$ cat src/rtl/drs_event_packetizer.sv
// -----------------------------------------------------------------------------
// drs_event_packetizer
//
// Turns one DRS event into a framed 16-bit stream packet:
//   HEADER  : 0xAAAA, event counter (hi, lo), timestamp (hi, mid, lo),
//             {5'b0, sample_count}, {7'b0, channel_mask}
//   PAYLOAD : popcount(channel_mask) * sample_count words taken straight from
//             the first-word-fall-through readout FIFO
//   CRC     : CRC-16-CCITT over every word after 0xAAAA up to the last
//             payload word (only when DRS_PACKET_CRC_EN is defined)
//   TRAILER : 0x5555 with m_last_o
//
// Optional feature macro: DRS_PACKET_CRC_EN (undefined by default, in which
// case the CRC state, register and update logic are not built).
//
// Ports
//   clock, reset           rising-edge clock, synchronous active-high reset
//   event_ready_i/ack_o    descriptor handshake (level request, 1-cycle ack)
//   event_counter_i        32-bit event number
//   timestamp_i            48-bit trigger timestamp
//   sample_count_i         samples per channel (clamped to MAX_SAMPLES)
//   channel_mask_i         9-bit mask of channels read out
//   fifo_data_i/empty_i    FWFT readout FIFO head word and empty flag
//   fifo_rd_en_o           FIFO pop (combinational, only in PAYLOAD)
//   m_data_o/valid_o/ready_i/last_o   output stream
//   busy_o                 high whenever a packet is in progress
// -----------------------------------------------------------------------------
module drs_event_packetizer #(
    parameter int MAX_SAMPLES = 1024
) (
    input  logic        clock,
    input  logic        reset,
    input  logic        event_ready_i,
    output logic        event_ack_o,
    input  logic [31:0] event_counter_i,
    input  logic [47:0] timestamp_i,
    input  logic [10:0] sample_count_i,
    input  logic [8:0]  channel_mask_i,
    input  logic [15:0] fifo_data_i,
    input  logic        fifo_empty_i,
    output logic        fifo_rd_en_o,
    output logic [15:0] m_data_o,
    output logic        m_valid_o,
    input  logic        m_ready_i,
    output logic        m_last_o,
    output logic        busy_o
);

`ifdef DRS_PACKET_CRC_EN
    typedef enum logic [2:0] {
        ST_IDLE    = 3'd0,
        ST_HEADER  = 3'd1,
        ST_PAYLOAD = 3'd2,
        ST_CRC     = 3'd3,
        ST_TRAILER = 3'd4
    } state_t;
    localparam state_t ST_AFTER_PAYLOAD = ST_CRC;
`else
    typedef enum logic [2:0] {
        ST_IDLE    = 3'd0,
        ST_HEADER  = 3'd1,
        ST_PAYLOAD = 3'd2,
        ST_TRAILER = 3'd4
    } state_t;
    localparam state_t ST_AFTER_PAYLOAD = ST_TRAILER;
`endif

    localparam logic [10:0] LP_MAX_SAMPLES = 11'(MAX_SAMPLES);

    // Number of channels enabled in the mask.
    function automatic logic [3:0] popcount9(input logic [8:0] mask);
        logic [3:0] cnt;
        cnt = 4'd0;
        for (int i = 0; i < 9; i++) begin
            cnt = cnt + {3'd0, mask[i]};
        end
        return cnt;
    endfunction

`ifdef DRS_PACKET_CRC_EN
    // CRC-16-CCITT (poly 0x1021), one 16-bit word, MSB first, no reflection.
    function automatic logic [15:0] crc16_ccitt_word(input logic [15:0] crc_in,
                                                     input logic [15:0] data);
        logic [15:0] c;
        c = crc_in;
        for (int i = 15; i >= 0; i--) begin
            if (c[15] ^ data[i]) begin
                c = {c[14:0], 1'b0} ^ 16'h1021;
            end else begin
                c = {c[14:0], 1'b0};
            end
        end
        return c;
    endfunction
`endif

    state_t      r_state;
    state_t      w_next_state;
    logic [31:0] r_event_counter;
    logic [47:0] r_timestamp;
    logic [10:0] r_sample_count;
    logic [8:0]  r_channel_mask;
    logic [2:0]  r_hdr_idx;
    logic [14:0] r_pay_cnt;
`ifdef DRS_PACKET_CRC_EN
    logic [15:0] r_crc;
`endif

    logic [10:0] w_sample_count;
    logic [14:0] w_pay_len;
    logic [15:0] w_hdr_word;
    logic [15:0] w_data;
    logic        w_valid;
    logic        w_last;
    logic        w_accept;
    logic        w_xfer;

    // Larger requests than the block is sized for are clamped on entry.
    assign w_sample_count = (sample_count_i > LP_MAX_SAMPLES) ? LP_MAX_SAMPLES : sample_count_i;

    // At most 9 * 1024 = 9216 payload words, so 15 bits never overflows.
    assign w_pay_len = {11'd0, popcount9(r_channel_mask)} * {4'd0, r_sample_count};

    assign w_xfer = w_valid & m_ready_i;

    // Header word selected by the header word index.
    always_comb begin
        w_hdr_word = 16'h0000;
        case (r_hdr_idx)
            3'd0:    w_hdr_word = 16'hAAAA;
            3'd1:    w_hdr_word = r_event_counter[31:16];
            3'd2:    w_hdr_word = r_event_counter[15:0];
            3'd3:    w_hdr_word = r_timestamp[47:32];
            3'd4:    w_hdr_word = r_timestamp[31:16];
            3'd5:    w_hdr_word = r_timestamp[15:0];
            3'd6:    w_hdr_word = {5'd0, r_sample_count};
            3'd7:    w_hdr_word = {7'd0, r_channel_mask};
            default: w_hdr_word = 16'h0000;
        endcase
    end

    // Next-state and stream output decode. Outputs only change on a transfer,
    // so data and last stay stable while the sink back-pressures.
    always_comb begin
        w_next_state = r_state;
        w_data       = 16'h0000;
        w_valid      = 1'b0;
        w_last       = 1'b0;
        w_accept     = 1'b0;
        case (r_state)
            ST_IDLE: begin
                if (event_ready_i && !reset) begin
                    w_accept     = 1'b1;
                    w_next_state = ST_HEADER;
                end else begin
                    w_next_state = ST_IDLE;
                end
            end
            ST_HEADER: begin
                w_valid = 1'b1;
                w_data  = w_hdr_word;
                if (m_ready_i && (r_hdr_idx == 3'd7)) begin
                    if (w_pay_len == 15'd0) begin
                        w_next_state = ST_AFTER_PAYLOAD;
                    end else begin
                        w_next_state = ST_PAYLOAD;
                    end
                end else begin
                    w_next_state = ST_HEADER;
                end
            end
            ST_PAYLOAD: begin
                // Empty FIFO simply stalls; no timeout by design.
                w_valid = !fifo_empty_i;
                w_data  = fifo_data_i;
                if (!fifo_empty_i && m_ready_i && ((r_pay_cnt + 15'd1) == w_pay_len)) begin
                    w_next_state = ST_AFTER_PAYLOAD;
                end else begin
                    w_next_state = ST_PAYLOAD;
                end
            end
`ifdef DRS_PACKET_CRC_EN
            ST_CRC: begin
                w_valid = 1'b1;
                w_data  = r_crc;
                if (m_ready_i) begin
                    w_next_state = ST_TRAILER;
                end else begin
                    w_next_state = ST_CRC;
                end
            end
`endif
            ST_TRAILER: begin
                w_valid = 1'b1;
                w_last  = 1'b1;
                w_data  = 16'h5555;
                if (m_ready_i) begin
                    w_next_state = ST_IDLE;
                end else begin
                    w_next_state = ST_TRAILER;
                end
            end
            default: begin
                w_next_state = ST_IDLE;
            end
        endcase
    end

    // State, descriptor latch, header/payload counters and running CRC.
    always_ff @(posedge clock) begin
        if (reset) begin
            r_state         <= ST_IDLE;
            r_event_counter <= 32'd0;
            r_timestamp     <= 48'd0;
            r_sample_count  <= 11'd0;
            r_channel_mask  <= 9'd0;
            r_hdr_idx       <= 3'd0;
            r_pay_cnt       <= 15'd0;
`ifdef DRS_PACKET_CRC_EN
            r_crc           <= 16'd0;
`endif
        end else begin
            r_state <= w_next_state;
            if (w_accept) begin
                r_event_counter <= event_counter_i;
                r_timestamp     <= timestamp_i;
                r_sample_count  <= w_sample_count;
                r_channel_mask  <= channel_mask_i;
                r_hdr_idx       <= 3'd0;
                r_pay_cnt       <= 15'd0;
`ifdef DRS_PACKET_CRC_EN
                r_crc           <= 16'hFFFF;
`endif
            end else begin
                if (w_xfer && (r_state == ST_HEADER)) begin
                    r_hdr_idx <= r_hdr_idx + 3'd1;
                end
                if (w_xfer && (r_state == ST_PAYLOAD)) begin
                    r_pay_cnt <= r_pay_cnt + 15'd1;
                end
`ifdef DRS_PACKET_CRC_EN
                // The 0xAAAA sync word is excluded from the CRC.
                if (w_xfer && (((r_state == ST_HEADER) && (r_hdr_idx != 3'd0)) ||
                               (r_state == ST_PAYLOAD))) begin
                    r_crc <= crc16_ccitt_word(r_crc, w_data);
                end
`endif
            end
        end
    end

    assign event_ack_o  = w_accept;
    assign fifo_rd_en_o = (r_state == ST_PAYLOAD) && w_xfer;
    assign m_data_o     = w_data;
    assign m_valid_o    = w_valid;
    assign m_last_o     = w_last;
    assign busy_o       = (r_state != ST_IDLE);

endmodule

$ cat config.mk
export PLATFORM = sky130hd
export DESIGN_NAME = drs_event_packetizer
export DESIGN_NICKNAME = d
export VERILOG_FILES = /design/src/rtl/drs_event_packetizer.sv
export SDC_FILE = /design/constraint.sdc
export NUM_CORES = 1
export LEC_CHECK = 0
export CAP_MARGIN = 0
export CORE_AREA = 3 3 115 117
export DETAILED_ROUTE_END_ITERATION = 10
export DIE_AREA = 0 0 118 120
export DONT_BUFFER_PORTS = 1
export PLACE_DENSITY = 0.78
export SYNTH_ARGS = -nofsm -noshare
export SYNTH_HDL_FRONTEND = slang
export SYNTH_SLANG_ARGS = --single-unit
export TNS_END_PERCENT = 100
$ cat constraint.sdc
create_clock -name clock -period 18.89 [get_ports clock]
set_clock_uncertainty 0.2 [all_clocks]
set_input_delay 1.889 -clock clock [delete_from_list [all_inputs] [get_ports clock]]
set_output_delay 1.889 -clock clock [all_outputs]
set_load 0.005 [all_outputs]
==> flow_summary.toml <==
[placement]
placed_area_mm2 = 0.00729
dp_hpwl_mm = 14.2
dpl.cell_count = 1036
port_buffers = 0
globalplace.congestion = 0.877
dp_slack_ns = 11.87

[power_and_ir_drop]
peakVddDrop_mv = 0.0719
leakagePower_nw = 3.16
swShare_pct = 26.8
comb_power_share_pct = 10.3
p_int_mw = 0.505
seqPwrFrac_pct = 40.2
p_per_area_mw_per_mm2 = 87.3
clkPwrFrac_pct = 49.5
power.switching_mw = 0.185
power_mw = 0.689

[finish]
drive_gt1_share_pct = 6.47
diodes = 0
syn_to_final_growth_pct = 8.52
fin_area_mm2 = 0.00790
finalNonFillerCells = 1068
fin_util_pct = 63.4
layout.area.seq_mm2 = 0.00242
layout_common_cells = "nand2_1 (235), dfxtp_1 (121), a21oi_1 (115)"
layout_commonest_cell = "nand2_1"
fillers = 1143
fin_nets = 1055
multi_input_area_mm2 = 0.00449

[sta]
tightestPinTransition_ns = 0.964
hold_viol = 0
slew_violations = 0
finalWorstSetupSlack_ns = 11.81
hold_ws_ns = 0.255
relSlewSlack_pct = 35.6
fin_crit_ns = 7.08
setup_tns_ns = 0
fmax_ghz = 0.141
min_period_over_period_pct = 37.5
grt_setup_unrepaired = "no"
finalSetupViolCount = 0

[setup_path]
cp.arrival_ns = 7.17
crit_path_start = "r_channel_mask[0]$_SDFFE_PP0P_"
slowest_stage = "xor2_1"
max_stage_delay_ns = 0.65
crit_fanout = 11
endpoint_kind = "flop"
critical-path-top-delay-family = "adder cells"
cpMostUsedCell = "fa_1"
r2r_start = "r_channel_mask[0]$_SDFFE_PP0P_"
cp_num_buf_inv = 4
worstPathRequired_ns = 18.98
cp-start-kind = "flop"
path_class = "flop to flop"
cp_cell_sequence = "inv_1 > fa_1 > fa_1 > fa_1 > fa_1 > inv_1 > fa_1 > xor2_1 > nand2_1 > fa_1 > inv_1 > fa_1 > inv_1 > fa_1 > nor2b_4 > o2111ai_1 > and3_1 > o31a_1 > xnor2_1 > or2_0 > a2111oi_2 > o32ai_1"

[global_routing]
grt-ovfl-total = 0
antenna_found_initial = 0
track_usage_pct = 28.4
grt_pass1_wl_mm = 32.1
first_global_vias = 6301
grt_max_degree = 101

[drt]
postRouteAntennaNets = 0
wl_per_cell_um = 18.5
wl_mm = 19.8
drt_iter0_markers = 503
drc = 0
drt-vias-per-instance = 6.02
drt-pass1-iter-count = 6
dr_total_vias = 6428

[die]
ios = 142
die_area_mm2 = 0.0142
initial_core_util_pct = 58.4
die_w_um = 118
die_h_um = 120
coreArea_mm2 = 0.0125
rows = 41

[logic_synthesis]
synth_edf_count = 0
netlist_instances = 922
synth_nets = 1094
synthesis.area_mm2 = 0.00728
ys_ff_latch = 121
yosys_warnings = 0
synth_ff_type = "dfxtp_1"
yosysUniqueCellTypes = 66
synth_seq_area_share_pct = 33.3
ys_async_sr_fraction_pct = 0
avgSynthCellArea_um2 = 7.90

[cts]
holdBufCountCts = 0
clock_path_buffers = 2
clock_latency_ns = 0.42
cts_num_sinks = 121
cts_resized = 0
cts_tree = "done"
path_clk_slew_ns = 0.06
cts.htree.levels = 4
cts_inserted_buffers = 17
cts_setup_buffers = 0
clock-root-buffer = "clkbuf_16"

[hold_path]
hold_class = "flop to flop"
hold_start = "r_timestamp[11]$_SDFFE_PP0P_"

[status]
outcome = "completed"

[flow_run]
cap_violations = 0
## worst reg2reg max path, cell delays in order (launching register included)
cell       delay [ns]
dfxtp_1          0.35
inv_1            0.07
fa_1             0.55
fa_1             0.42
fa_1             0.51
fa_1             0.16
inv_1            0.06
fa_1             0.37
xor2_1           0.65
nand2_1          0.17
fa_1             0.53
inv_1            0.05
fa_1             0.55
inv_1            0.06
fa_1             0.48
nor2b_4          0.15
o2111ai_1        0.14
and3_1           0.20
o31a_1           0.32
xnor2_1          0.15
or2_0            0.24
a2111oi_2        0.44
o32ai_1          0.13
## synth_stat cells (all sizes together), types with 3 or more instances
| cell | count | area, µm² |
|---|---|---|
| nand2b | 6 | 37.5 |
| fa | 23 | 460 |
| nand3 | 17 | 100 |
| xor2 | 19 | 166 |
| nand4 | 6 | 37.5 |
| nand2 | 236 | 886 |
| a22oi | 15 | 126 |
| a211oi | 5 | 47.5 |
| ha | 28 | 350 |
| xnor2 | 30 | 270 |
| inv | 38 | 143 |
| nor2b | 22 | 145 |
| or2 | 5 | 31.3 |
| nor2 | 41 | 154 |
| nor3 | 7 | 56.3 |
| and3 | 3 | 18.8 |
| a222oi | 18 | 180 |
| o21ai | 13 | 65.1 |
| clkbuf | 58 | 218 |
| a31oi | 3 | 18.8 |
| nor4 | 6 | 37.5 |
| mux2 | 6 | 67.6 |
| a21oi | 116 | 584 |
| o211ai | 7 | 52.6 |
| and2 | 16 | 100 |
| dfxtp | 121 | 2420 |
| a22o | 16 | 140 |
## state kept, by name (all words and copies together) (netlist names)
| name | cells |
|---|---|
| r_timestamp | 48 |
| r_hdr_idx | 3 |
| r_state | 3 |
| r_channel_mask | 9 |
| r_pay_cnt | 15 |
| r_sample_count | 11 |
| r_event_counter | 32 |
## cell type report
class                   count  area share (%)
flip-flops and latches    121            30.7
clock inverters            14            2.34
multi-input cells         702            56.8
repair buffers              2           0.190
inverters                  39            1.85
well taps                 172            2.72
clock buffers              18            5.43
## per-layer routing
metal | wire length, µm | vias up | track usage (%) | share of wire (%)
met5 | 0 | - | 0 | 0
met4 | 855 | 0 | 14.1 | 4.3
met3 | 1400 | 54 | 6.22 | 7.1
met2 | 9560 | 273 | 47.5 | 48
met1 | 7990 | 3031 | 34.8 | 40
li1 | - | 3070 | - | -
## power groups by stage
stage	Sequential [mW]	Clock [mW]	Combinational, mW
2_1_floorplan	0.278	0	0.0595
3_5_place_dp	0.282	0	0.0704
3_3_place_gp	0.282	0	0.0694
6_report	0.277	0.341	0.0710
5_1_grt	0.278	0.355	0.0806
4_1_cts	0.277	0.343	0.0711
## path summary, 6_finish.rpt
path              slack [ns]  depth (start not counted)                           end
setup / recovery       11.81                         22         r_state[1]$_SDFF_PP0_
setup reg to reg       11.81                         22         r_state[1]$_SDFF_PP0_
hold / removal          0.25                          2  r_timestamp[11]$_SDFFE_PP0P_
hold reg to reg         0.25                          2  r_timestamp[11]$_SDFFE_PP0P_
## kinds of logic after synthesis
kind of cell	after synthesis	synth area share [%]
fa+ha+maj	51	11.1
mux	7	1.07
flops	121	33.3
compound gates	216	19.6
simple gates	378	23.5
buf+inv	99	5.14
xor+xnor	50	6.31
Note: power is estimated with default switching activity, not from simulation.
